===== config.mk =====
export PLATFORM = sky130hd
export DESIGN_NAME = dataflow_cond_branch
export DESIGN_NICKNAME = d
export VERILOG_FILES = /design/src/rtl/dataflow_cond_branch.sv
export SDC_FILE = /design/constraint.sdc
export NUM_CORES = 1
export LEC_CHECK = 0
export CORE_MARGIN = 2
export CORE_UTILIZATION = 35
export DETAILED_ROUTE_END_ITERATION = 7
export HOLD_SLACK_MARGIN = 0.12
export MAX_ROUTING_LAYER = met4
export PLACE_DENSITY = 0.78
export SYNTH_ARGS = -nofsm -noshare
export SYNTH_HDL_FRONTEND = slang
export SYNTH_SLANG_ARGS = --single-unit

===== constraint.sdc =====
create_clock -name clk -period 1.7 [get_ports clk]
set_input_delay 0.34 -clock clk [delete_from_list [all_inputs] [get_ports clk]]
set_output_delay 0.34 -clock clk [all_outputs]
set_load 0.05 [all_outputs]

===== src/rtl/dataflow_cond_branch.sv =====
// Purpose   : conditional-branch router joining a 1-bit condition token with a data token, steering data to true/false port.
// Latency   : 1 cycle from join (fire) to output valid; throughput 1 token/cycle with same-cycle drain+refill.
// Backpress : 1-entry output buffer; a stalled selected port holds both inputs off (cond_ready=in_ready=0).
//
// Ports:
//   clk, rst_n                   clock, synchronous active-low reset
//   cond_valid/ready/data        condition token (1 = true port, 0 = false port)
//   in_valid/ready/data          WIDTH-bit data token
//   true_valid/ready/data        true-port output
//   false_valid/ready/data       false-port output
//   cnt_true, cnt_false          saturating delivery counters (only with COND_BRANCH_STATS_EN)
//
// Build option: define COND_BRANCH_STATS_EN to add the CNT_W parameter, the cnt_* ports and
// the counter logic. Routing behaviour does not depend on it.

module dataflow_cond_branch #(
    parameter int WIDTH = 32
`ifdef COND_BRANCH_STATS_EN
    ,
    parameter int CNT_W = 16
`endif
) (
    input  logic             clk,
    input  logic             rst_n,

    input  logic             cond_valid,
    output logic             cond_ready,
    input  logic             cond_data,

    input  logic             in_valid,
    output logic             in_ready,
    input  logic [WIDTH-1:0] in_data,

    output logic             true_valid,
    input  logic             true_ready,
    output logic [WIDTH-1:0] true_data,

    output logic             false_valid,
    input  logic             false_ready,
    output logic [WIDTH-1:0] false_data
`ifdef COND_BRANCH_STATS_EN
    ,
    output logic [CNT_W-1:0] cnt_true,
    output logic [CNT_W-1:0] cnt_false
`endif
);

    // Buffer occupancy doubles as the destination tag of the held token.
    typedef enum logic [1:0] {
        ST_EMPTY  = 2'd0,
        ST_FULL_T = 2'd1,
        ST_FULL_F = 2'd2
    } state_t;

    state_t           r_state;
    state_t           w_state_nxt;
    logic [WIDTH-1:0] r_buf_dat;

    logic             w_drain_t;
    logic             w_drain_f;
    logic             w_drain;
    logic             w_space;
    logic             w_fire;

    // ------------------------------------------------------------------
    // State register and data buffer
    // ------------------------------------------------------------------
    always_ff @(posedge clk) begin
        if (!rst_n) begin
            r_state   <= ST_EMPTY;
            r_buf_dat <= '0;
        end else begin
            r_state <= w_state_nxt;
            if (w_fire) begin
                r_buf_dat <= in_data;
            end
        end
    end

    // ------------------------------------------------------------------
    // Next state, join handshake and output decode
    // ------------------------------------------------------------------
    always_comb begin
        w_state_nxt = r_state;
        w_drain_t   = 1'b0;
        w_drain_f   = 1'b0;
        true_valid  = 1'b0;
        false_valid = 1'b0;

        case (r_state)
            ST_FULL_T: begin
                true_valid = 1'b1;
                w_drain_t  = true_ready;
            end
            ST_FULL_F: begin
                false_valid = 1'b1;
                w_drain_f   = false_ready;
            end
            default: begin
                true_valid  = 1'b0;
                false_valid = 1'b0;
            end
        endcase

        // Only the ready of the port that owns the buffered token matters.
        w_drain = w_drain_t | w_drain_f;
        // A draining buffer can accept a new token in the same cycle.
        w_space = (r_state == ST_EMPTY) | w_drain;

        // Join: each side's ready depends on the other side's valid, so
        // neither token is consumed alone.
        cond_ready = in_valid & w_space;
        in_ready   = cond_valid & w_space;
        w_fire     = cond_valid & in_valid & w_space;

        if (w_fire) begin
            w_state_nxt = cond_data ? ST_FULL_T : ST_FULL_F;
        end else if (w_drain) begin
            w_state_nxt = ST_EMPTY;
        end
    end

    // Both ports show the buffer; only the valid one carries meaning.
    assign true_data  = r_buf_dat;
    assign false_data = r_buf_dat;

`ifdef COND_BRANCH_STATS_EN
    // ------------------------------------------------------------------
    // Saturating per-port delivery counters
    // ------------------------------------------------------------------
    localparam logic [CNT_W-1:0] CNT_ONE = CNT_W'(1);

    logic [CNT_W-1:0] r_cnt_true;
    logic [CNT_W-1:0] r_cnt_false;

    always_ff @(posedge clk) begin
        if (!rst_n) begin
            r_cnt_true  <= '0;
            r_cnt_false <= '0;
        end else begin
            if (w_drain_t && (r_cnt_true != '1)) begin
                r_cnt_true <= r_cnt_true + CNT_ONE;
            end
            if (w_drain_f && (r_cnt_false != '1)) begin
                r_cnt_false <= r_cnt_false + CNT_ONE;
            end
        end
    end

    assign cnt_true  = r_cnt_true;
    assign cnt_false = r_cnt_false;
`endif

endmodule


==> results by group <==
Floorplanning
  – Die W: 70.39 um
  – Core area: 4294 um2
  – Initial core utilization: 35.93%
  – Die footprint: 4955 um2
  – Row count: 24
  – Die Y: 70.39 um
  – I/O Pins: 107

Timing
  – Final setup vio count: 0
  – Final Hold Fails: 0
  – Final Critical Period: 1.629 ns
  – Final count of pins violating max slew: 0
  – Total Neg Setup Slack: 0 ns
  – RSZ-0062 raised after global routing: false
  – Worst Clk Skew: 0.004778 ns
  – Final period utilization: 95.85%
  – Worst-case headroom to the max-slew limit: 78.27%
  – Maximum clock frequency: 613.7 MHz
  – Worst-margin pin slew: 0.3249 ns

Finish
  – Inserted Diodes: 0
  – Final Cell Area: 2482 um2
  – Multi-input gate area: 563.0 um2
  – Area grow syn2layout: 60.91%
  – FILL cells: 387
  – Layout cells sized above 1: 38.56%
  – Reg area: 680.7 um2
  – Nets@finish: 274

Placed design
  – Post-DP HPWL: 2528 um
  – Cell Area, Placed: 2330 um2
  – GPL Wtd Cong: 0.7671
  – # port buffers: 106

Clock network
  – Num CTS Buffers: 5
  – Clock slew at reported path FFs: 0.07 ns
  – Latest clock arrival within the worst-skew pair: 0.28 ns
  – Total number of H-tree levels: 2
  – CTS max path bufs: 2
  – CTS tree: yes
  – # clock sinks: 34
  – Root buf cell: clkbuf_8

Status
  – Status: completed

Worst setup path
  – Critical Path RT: 1.36 ns
  – CP Capture Type: primary output
  – CP max FO: 5
  – Critical setup path kind: reg -> out
  – Critical path launch point type: flip-flop
  – Crit path DAT: 1.29 ns

Power and ir drop
  – Max rail drop VDD: 0.4982 mV
  – PwrDens: 980.7 nW/um2
  – Leakage power: 0.001149 uW

Routing
  – Initial DRC count: 48
  – Antenna viol nets, final: 0
  – Post-route DRC: 0
  – Routed wire length: 3209 um
  – Via count: 1253
  – First-pass DRT Iterations: 4
  – Vias per cell: 4.351
  – Drt wl/cell: 11.14 um

Synth
  – Post-synthesis xor/xnor area fraction: 0%
  – Syn. warnings: 0
  – Multiplexer area fraction after synthesis: 20.76%
  – Most frequent cells after synthesis: dfxtp_1, buf_4, mux2i_1, nor2_1
  – Synth area leader: dfxtp_1
  – Count leader, synth: dfxtp_1
  – Synth area leaders: dfxtp_1, mux2i_1, buf_4
  – Prevailing post-synth register cell: dfxtp_1
  – Post-synthesis sequential area ratio: 44.12%
  – EDFF count, synth: 0
  – #FFs+latches synth: 34
  – Syn_nets: 191
  – Synth Area in Compound Gates: 3.001%
  – Adder-cell share of the synthesized area: 0%
  – Count of cell types in the netlist: 20
  – Ys async rst share: 0%
  – Synthesized area: 1543 um2
  – Share of the synthesized area in the top cell type: 44.12%
  – Largest family of logic cells by synthesized area: multiplexers
  – Synth Area in Simple Gates: 12.41%
  – Mean Syn Cell Area: 10.15 um2
  – Syn Inst Count: 152

Global route
  – Vias in the first global route: 1090
  – First-pass GRT wire length: 4933 um
  – Initial antenna violation count: 0
  – GRT Util Overall: 13.21%
  – Largest net degree at the start of global routing: 21
  – GR Overflow Total: 0

Worst hold path
  – Worst hold path type: reg -> reg

Flow run
  – Max cap viols: 0
[state kept, by name, summed over array words and instances, names as in the netlist]
register	cells
false_data	32
r_state	2
[critical path, stage by stage, from the launching register on]
cell and delay, ns:
dfxtp_1 0.33, nand2b_4 0.17, a21o_1 0.20, nor2b_2 0.17
buf_12 0.15
[worst paths after layout]
check        cells after the start           start  slack, ns        endpoint
max                              4      r_state[0]       0.07      cond_ready
min                              2  false_data[23]       0.52  false_data[23]
min reg2reg                      2  false_data[23]       0.52  false_data[23]
max reg2reg                      6      r_state[0]       0.13   false_data[6]
[per-stage QoR]
stage          util (%)  hold slack, ns  setup slack [ns]  cells  total power [uW]
2_1_floorplan         -          0.4411          -0.02848    152              1346
3_3_place_gp      54.25          0.5041           -0.2205    279              1549
3_5_place_dp      54.25          0.5130           -0.2812    279              1555
4_1_cts           57.81          0.5271           0.05989    288              2480
5_1_grt           57.81          0.5509          0.006583    288              2535
6_report          57.81          0.5218           0.07055    288              2435
[repair_timing]
item                       4_1_cts  5_1_grt
gates resized for setup          4        0
buffers inserted                 1        0
setup endpoints to repair        2        0
hold buffers                     0        0
[placed cells by master, fill, tap and decap left out, drive strengths merged]
cell	netlist	routed
a211oi	1	1
a21o	1	1
a21oi	1	1
and2b	2	2
buf	35	76
bufinv	0	2
clkbuf	3	6
clkdlybuf4s50	0	36
clkinv	1	1
dfxtp	34	34
dlygate4sd2	0	2
inv	1	1
mux2i	32	32
nand2	2	2
nand2b	1	1
nand3	1	1
nor2	32	32
nor2b	3	3
o21ai	1	1
o41ai	1	1
[per-layer routing]
| metal | part of all wire, % | wire length (um) | track usage, % | vias to the layer above |
|---|---|---|---|---|
| met1 | 41 | 1314 | 14.59 | 557 |
| met4 | 1.6 | 50 | 5.769 | 0 |
| met3 | 9.2 | 294 | 5.051 | 7 |
| met2 | 48 | 1550 | 21.17 | 57 |
| met5 | 0 | 0 | - | - |
| li1 | - | - | - | 632 |
[logic make-up (layout without fill, tap and decap cells)]
logic type | count (synthesis) | count (layout)
and+or+nand+nor | 41 | 41
buffers and inverters | 40 | 124
DFF | 34 | 34
muxes | 32 | 32
AOI/OAI and AO/OA | 5 | 5
[report_power, final]
part	switching (uW)	internal (uW)
logic	401	261
clock network	277	625
registers	32.4	838
[cell type report]
type                            instances  share of cell area [%]
Timing Repair Buffer                  114                   41.23
Clock buffer                            6                   3.327
Multi-Input combinational cell         78                   22.68
Inverter                                2                  0.3024
Clock inverter                          2                   2.419
Tap cell                               52                   2.621
Sequential cell                        34                   27.42
(Power assumes the default switching activity.)
